File: src/rtl/seg7_capture.sv
// seg7_capture: watches a multiplexed 4-digit 7-segment display and
// rebuilds the four hex digits it shows into a 16-bit value.
module seg7_capture #(
  parameter int STABLE = 2
) (
  input  logic        clk_i,
  input  logic        rst_i,
  input  logic        sample_i,
  input  logic [3:0]  an_i,
  input  logic [6:0]  seg_i,
  output logic [15:0] value_o,
  output logic        valid_o,
  output logic        frame_o,
  output logic        glyph_err_o,
  output logic        an_err_o
);

  localparam logic [3:0]  STB       = 4'(STABLE);
  localparam logic [10:0] IDLE_PAIR = {4'hF, 7'h7F};

  logic [10:0] pair, pair_nxt;
  logic [3:0]  cnt, cnt_nxt;
  logic [15:0] shadow, shadow_nxt, value_nxt;
  logic [3:0]  seen, seen_nxt;
  logic        valid_nxt, frame_nxt, gerr_nxt, aerr_nxt;
  logic        accept, same, gvalid, one_low;
  logic [3:0]  nib;
  logic [1:0]  k;

  always_comb begin
    gvalid = 1'b1;
    nib    = 4'h0;
    unique case (seg_i)
      7'h40: nib = 4'h0;
      7'h79: nib = 4'h1;
      7'h24: nib = 4'h2;
      7'h30: nib = 4'h3;
      7'h19: nib = 4'h4;
      7'h12: nib = 4'h5;
      7'h02: nib = 4'h6;
      7'h78: nib = 4'h7;
      7'h00: nib = 4'h8;
      7'h10: nib = 4'h9;
      7'h08: nib = 4'hA;
      7'h03: nib = 4'hB;
      7'h46: nib = 4'hC;
      7'h21: nib = 4'hD;
      7'h06: nib = 4'hE;
      7'h0E: nib = 4'hF;
      default: gvalid = 1'b0;
    endcase
  end

  always_comb begin
    one_low = 1'b1;
    k       = 2'd0;
    unique case (an_i)
      4'b1110: k = 2'd0;
      4'b1101: k = 2'd1;
      4'b1011: k = 2'd2;
      4'b0111: k = 2'd3;
      default: one_low = 1'b0;
    endcase
  end

  // A run of identical samples accepts once, when the count reaches STB
  always_comb begin
    same     = ({an_i, seg_i} == pair);
    pair_nxt = pair;
    cnt_nxt  = cnt;
    accept   = 1'b0;
    if (sample_i) begin
      if (!same) begin
        pair_nxt = {an_i, seg_i};
        cnt_nxt  = 4'd1;
        accept   = (STB == 4'd1);
      end else if (cnt != STB) begin
        cnt_nxt = cnt + 4'd1;
        accept  = (cnt + 4'd1 == STB);
      end
    end
  end

  always_comb begin
    shadow_nxt = shadow;
    seen_nxt   = seen;
    value_nxt  = value_o;
    valid_nxt  = valid_o;
    frame_nxt  = 1'b0;
    gerr_nxt   = 1'b0;
    aerr_nxt   = 1'b0;
    if (accept) begin
      if (one_low && gvalid) begin
        shadow_nxt[{k, 2'b00} +: 4] = nib;
        seen_nxt[k] = 1'b1;
        if (seen_nxt == 4'hF) begin
          value_nxt = shadow_nxt;
          valid_nxt = 1'b1;
          seen_nxt  = 4'h0;
          frame_nxt = 1'b1;
        end
      end else if (one_low) begin
        gerr_nxt    = 1'b1;
        seen_nxt[k] = 1'b0;
      end else if (an_i != 4'hF) begin
        aerr_nxt = 1'b1;
      end
    end
  end

  always_ff @(posedge clk_i) begin
    if (rst_i) begin
      pair        <= IDLE_PAIR;
      cnt         <= 4'd0;
      shadow      <= 16'h0;
      seen        <= 4'h0;
      value_o     <= 16'h0;
      valid_o     <= 1'b0;
      frame_o     <= 1'b0;
      glyph_err_o <= 1'b0;
      an_err_o    <= 1'b0;
    end else begin
      pair        <= pair_nxt;
      cnt         <= cnt_nxt;
      shadow      <= shadow_nxt;
      seen        <= seen_nxt;
      value_o     <= value_nxt;
      valid_o     <= valid_nxt;
      frame_o     <= frame_nxt;
      glyph_err_o <= gerr_nxt;
      an_err_o    <= aerr_nxt;
    end
  end

endmodule

File: config.mk
export PLATFORM = sky130hd
export DESIGN_NAME = seg7_capture
export DESIGN_NICKNAME = d
export VERILOG_FILES = /design/src/rtl/seg7_capture.sv
export SDC_FILE = /design/constraint.sdc
export NUM_CORES = 1
export LEC_CHECK = 0
export BUFFER_PORTS_ARGS = -buffer_cell sky130_fd_sc_hd__buf_2
export CAP_MARGIN = 20
export CORE_UTILIZATION = 60
export CTS_BUF_LIST = sky130_fd_sc_hd__clkbuf_16
export DETAILED_ROUTE_END_ITERATION = 8
export HOLD_SLACK_MARGIN = 0.03
export PLACE_DENSITY = 0.83
export REMOVE_ABC_BUFFERS = 1
export SLEW_MARGIN = 20
export SYNTH_ARGS = -nofsm -noshare
export SYNTH_HDL_FRONTEND = slang
export SYNTH_SLANG_ARGS = --single-unit
File: constraint.sdc
create_clock -name clk_i -period 3.7 [get_ports clk_i]
set_input_delay 0.74 -clock clk_i [delete_from_list [all_inputs] [get_ports clk_i]]
set_output_delay 0.74 -clock clk_i [all_outputs]
set_load 0.005 [all_outputs]
==> flow_metrics.tcl <==
set metrics [dict create \
    status "complete, no violations" \
    wl_um 7220 \
    cp_max_fo 9 \
    antenna_left 0 \
    cts-hold-fix-buffers 0 \
    r2r_cells 8 \
    worstHoldEndpoint "value_o[4]" \
    start_kind "input pin" \
    vias 2880 \
    cap_violations 0 \
    synth_cell_types 68 \
    fp.dieW_um 77.11 \
    die_area_um2 5945 \
    relSlewSlack 0.4230 \
    synth_top_area_cell "dfxtp_1" \
    wl_per_cell_um 15.20 \
    crit_family "simple AND/OR/NAND/NOR gates" \
    fin_cells 475 \
    pin_count 34 \
    worst_slew_pin_slew_ns 0.8643 \
    path_clk_slew_ns 0.07 \
    cts_resized 0 \
    synth_seq_cells 55 \
    grtUsageTotal 0.2585 \
    num-fill-cells 457 \
    cts_max_path_buffers 2 \
    postCtsSetupRepairBufs 0 \
    final-hold-violation-count 0 \
    power.leakage_nw 1.437 \
    drcViolationCount 0 \
    grt_pass1_vias 2668 \
    cp.depth 9 \
    yosys-top-cells-area "dfxtp_1, mux2i_1, nand2_1" \
    dp_hpwl_um 4934 \
    synth_top_area_frac 0.3253 \
    maxSlewViolCount 0 \
    ir_worst_vdd_v 0.0001896 \
    tns_ns 0 \
    min_period_ns 2.749 \
    die_h_um 77.11 \
    grt-ovfl-total 0 \
    avgSynthCellArea_um2 8.723 \
    crit_slowest_cell "and3_1" \
    crit_path_end_kind "register" \
    cts_tree "built" \
    diodes 0 \
    fp-row-count 26 \
    cpPeakStageDelay_ns 0.49 \
    min_from "value_o[4]" \
    rsz0062_at_grt "no" \
    grt_pass1_wl_um 12520 \
    viasPerCell 6.063 \
    reg2reg_setup_slack_ns 1.13 \
    final_nets 429 \
    start_util 0.6422 \
    fin_area_um2 3618 \
    r2r_start "cnt[0]" \
    cts.htree.levels 2 \
    insertion_delay_ns 0.29 \
    dp.cells 467 \
    multiInputGateArea_um2 2042 \
    r2r-end "value_o[1]" \
    crit_type "in2reg" \
    fin_ws_ns 0.9514 \
    dpl_cell_area_um2 3471 \
    setup_viol 0 \
    area_growth_pct 6.913 \
    whs_path_depth 2 \
    max_freq_mhz 363.8 \
    cts_root_buffer "clkbuf_16" \
    skew_ns 0.005708 \
    drtPass1Iterations 5 \
    synth_edf_count 0 \
    crit_chain "buf_2 > xor2_1 > nand3_1 > inv_1 > ha_1 > o22ai_1 > nor3_1 > and3_1 > mux2i_1" \
    power_mw 1.225 \
    pre_cts_ws_ns 0.6742 \
    yosysSeqAreaShare 0.3253 \
    yosysWarnings 0 \
    period_share 0.7429 \
    cp.required_ns 3.92 \
    synth_area_um2 3384 \
    ys.flop_type "dfxtp_1" \
    timing.hold.ws_ns 0.4577 \
    register_area_um2 1101 \
    cts_sinks 55 \
    port_buffers 33 \
    antenna_found_initial 0 \
    holdCritPathClass "reg2reg" \
    arrival_ns 2.97 \
    synth-async-reset-ratio 0 \
    core_um2 5270 \
    final_layout_size_suffix_gt1_frac 0.1679 \
    cts_buffers 5 \
    grt_start_max_net_pins 56 \
    critPathBufInv 2 \
    p_per_area_nw_per_um2 338.5 \
    fin_util 0.6866 \
    first_iter_violations 250 \
    synthTopCellsByCount "dfxtp_1, nand2_1, mux2i_1" \
    synthCells 388 \
    routabilityCongestion 0.8351 \
    synth.most_common_cell "dfxtp_1" \
]
cell usage in the layout, fill, tap and decap left out, types with 6 or more instances in the layout:
cell type and count:
buf_2 33, nand3_1 12, nor3_1 7, inv_1 19, nand2_1 51, dfxtp_1 55, a21oi_1 16, o211ai_1 9
nand3b_1 6, ha_1 11, o21ai_0 13, mux2i_1 31, nor2_1 21, o21ai_1 9, o22ai_1 10, xor2_1 12
layout make-up:
cell class / instances / share of cell area
Tap cell: 70 / 0.02420
Clock inverter: 3 / 0.006224
Timing Repair Buffer: 33 / 0.04564
Clock buffer: 5 / 0.03458
Inverter: 20 / 0.02075
Sequential cell: 55 / 0.3043
Multi-Input combinational cell: 289 / 0.5643
worst max-delay path by stage:
| stage | start | end | slack, ns |
|---|---|---|---|
| floorplan | an_i[1] | value_o[0] | 1.22 |
| global placement | an_i[1] | value_o[9] | 0.79 |
| detailed placement | an_i[1] | value_o[12] | 0.67 |
| CTS | an_i[1] | value_o[1] | 0.98 |
| global route | an_i[1] | value_o[1] | 0.73 |
| finish | an_i[1] | value_o[1] | 0.95 |
registers in the layout, indices dropped and copies added (netlist names):
register,cells
valid_o,1
shadow,16
value_o,16
an_err_o,1
frame_o,1
pair,11
cnt,4
seen,4
glyph_err_o,1
worst min-delay path: stages (launching register included):
cell	delay, ns
dfxtp_1	0.31
nand2_1	0.05
mux2i_1	0.05
power breakdown:
group	total [mW]	leakage [nW]	internal [mW]	switching [mW]
clock network	0.473	0.0746	0.255	0.218
logic	0.146	0.917	0.0491	0.0971
registers	0.606	0.446	0.599	0.00619
kinds of logic (layout without fill, tap and decap cells):
family | after synthesis | in the layout | share of synthesized area
XOR/XNOR | 15 | 15 | 0.04104
adder cells (fa/ha/maj) | 12 | 12 | 0.04362
AND/OR/NAND/NOR | 148 | 148 | 0.2543
AO/OA/AOI/OAI | 83 | 83 | 0.1726
flip-flops | 55 | 55 | 0.3253
multiplexers | 31 | 31 | 0.09168
buffers and inverters | 44 | 61 | 0.07135
routing by layer:
| metal | part of all wire | track usage | wire length (um) | vias up |
|---|---|---|---|---|
| met5 | 0 | 0 | 0 | - |
| met4 | 0.013 | 0.08491 | 93 | 0 |
| met3 | 0.050 | 0.05714 | 360 | 9 |
| met2 | 0.48 | 0.4268 | 3462 | 96 |
| met1 | 0.46 | 0.3333 | 3304 | 1361 |
| li1 | - | - | - | 1414 |
No activity file was read; power rests on OpenSTA's default activity.
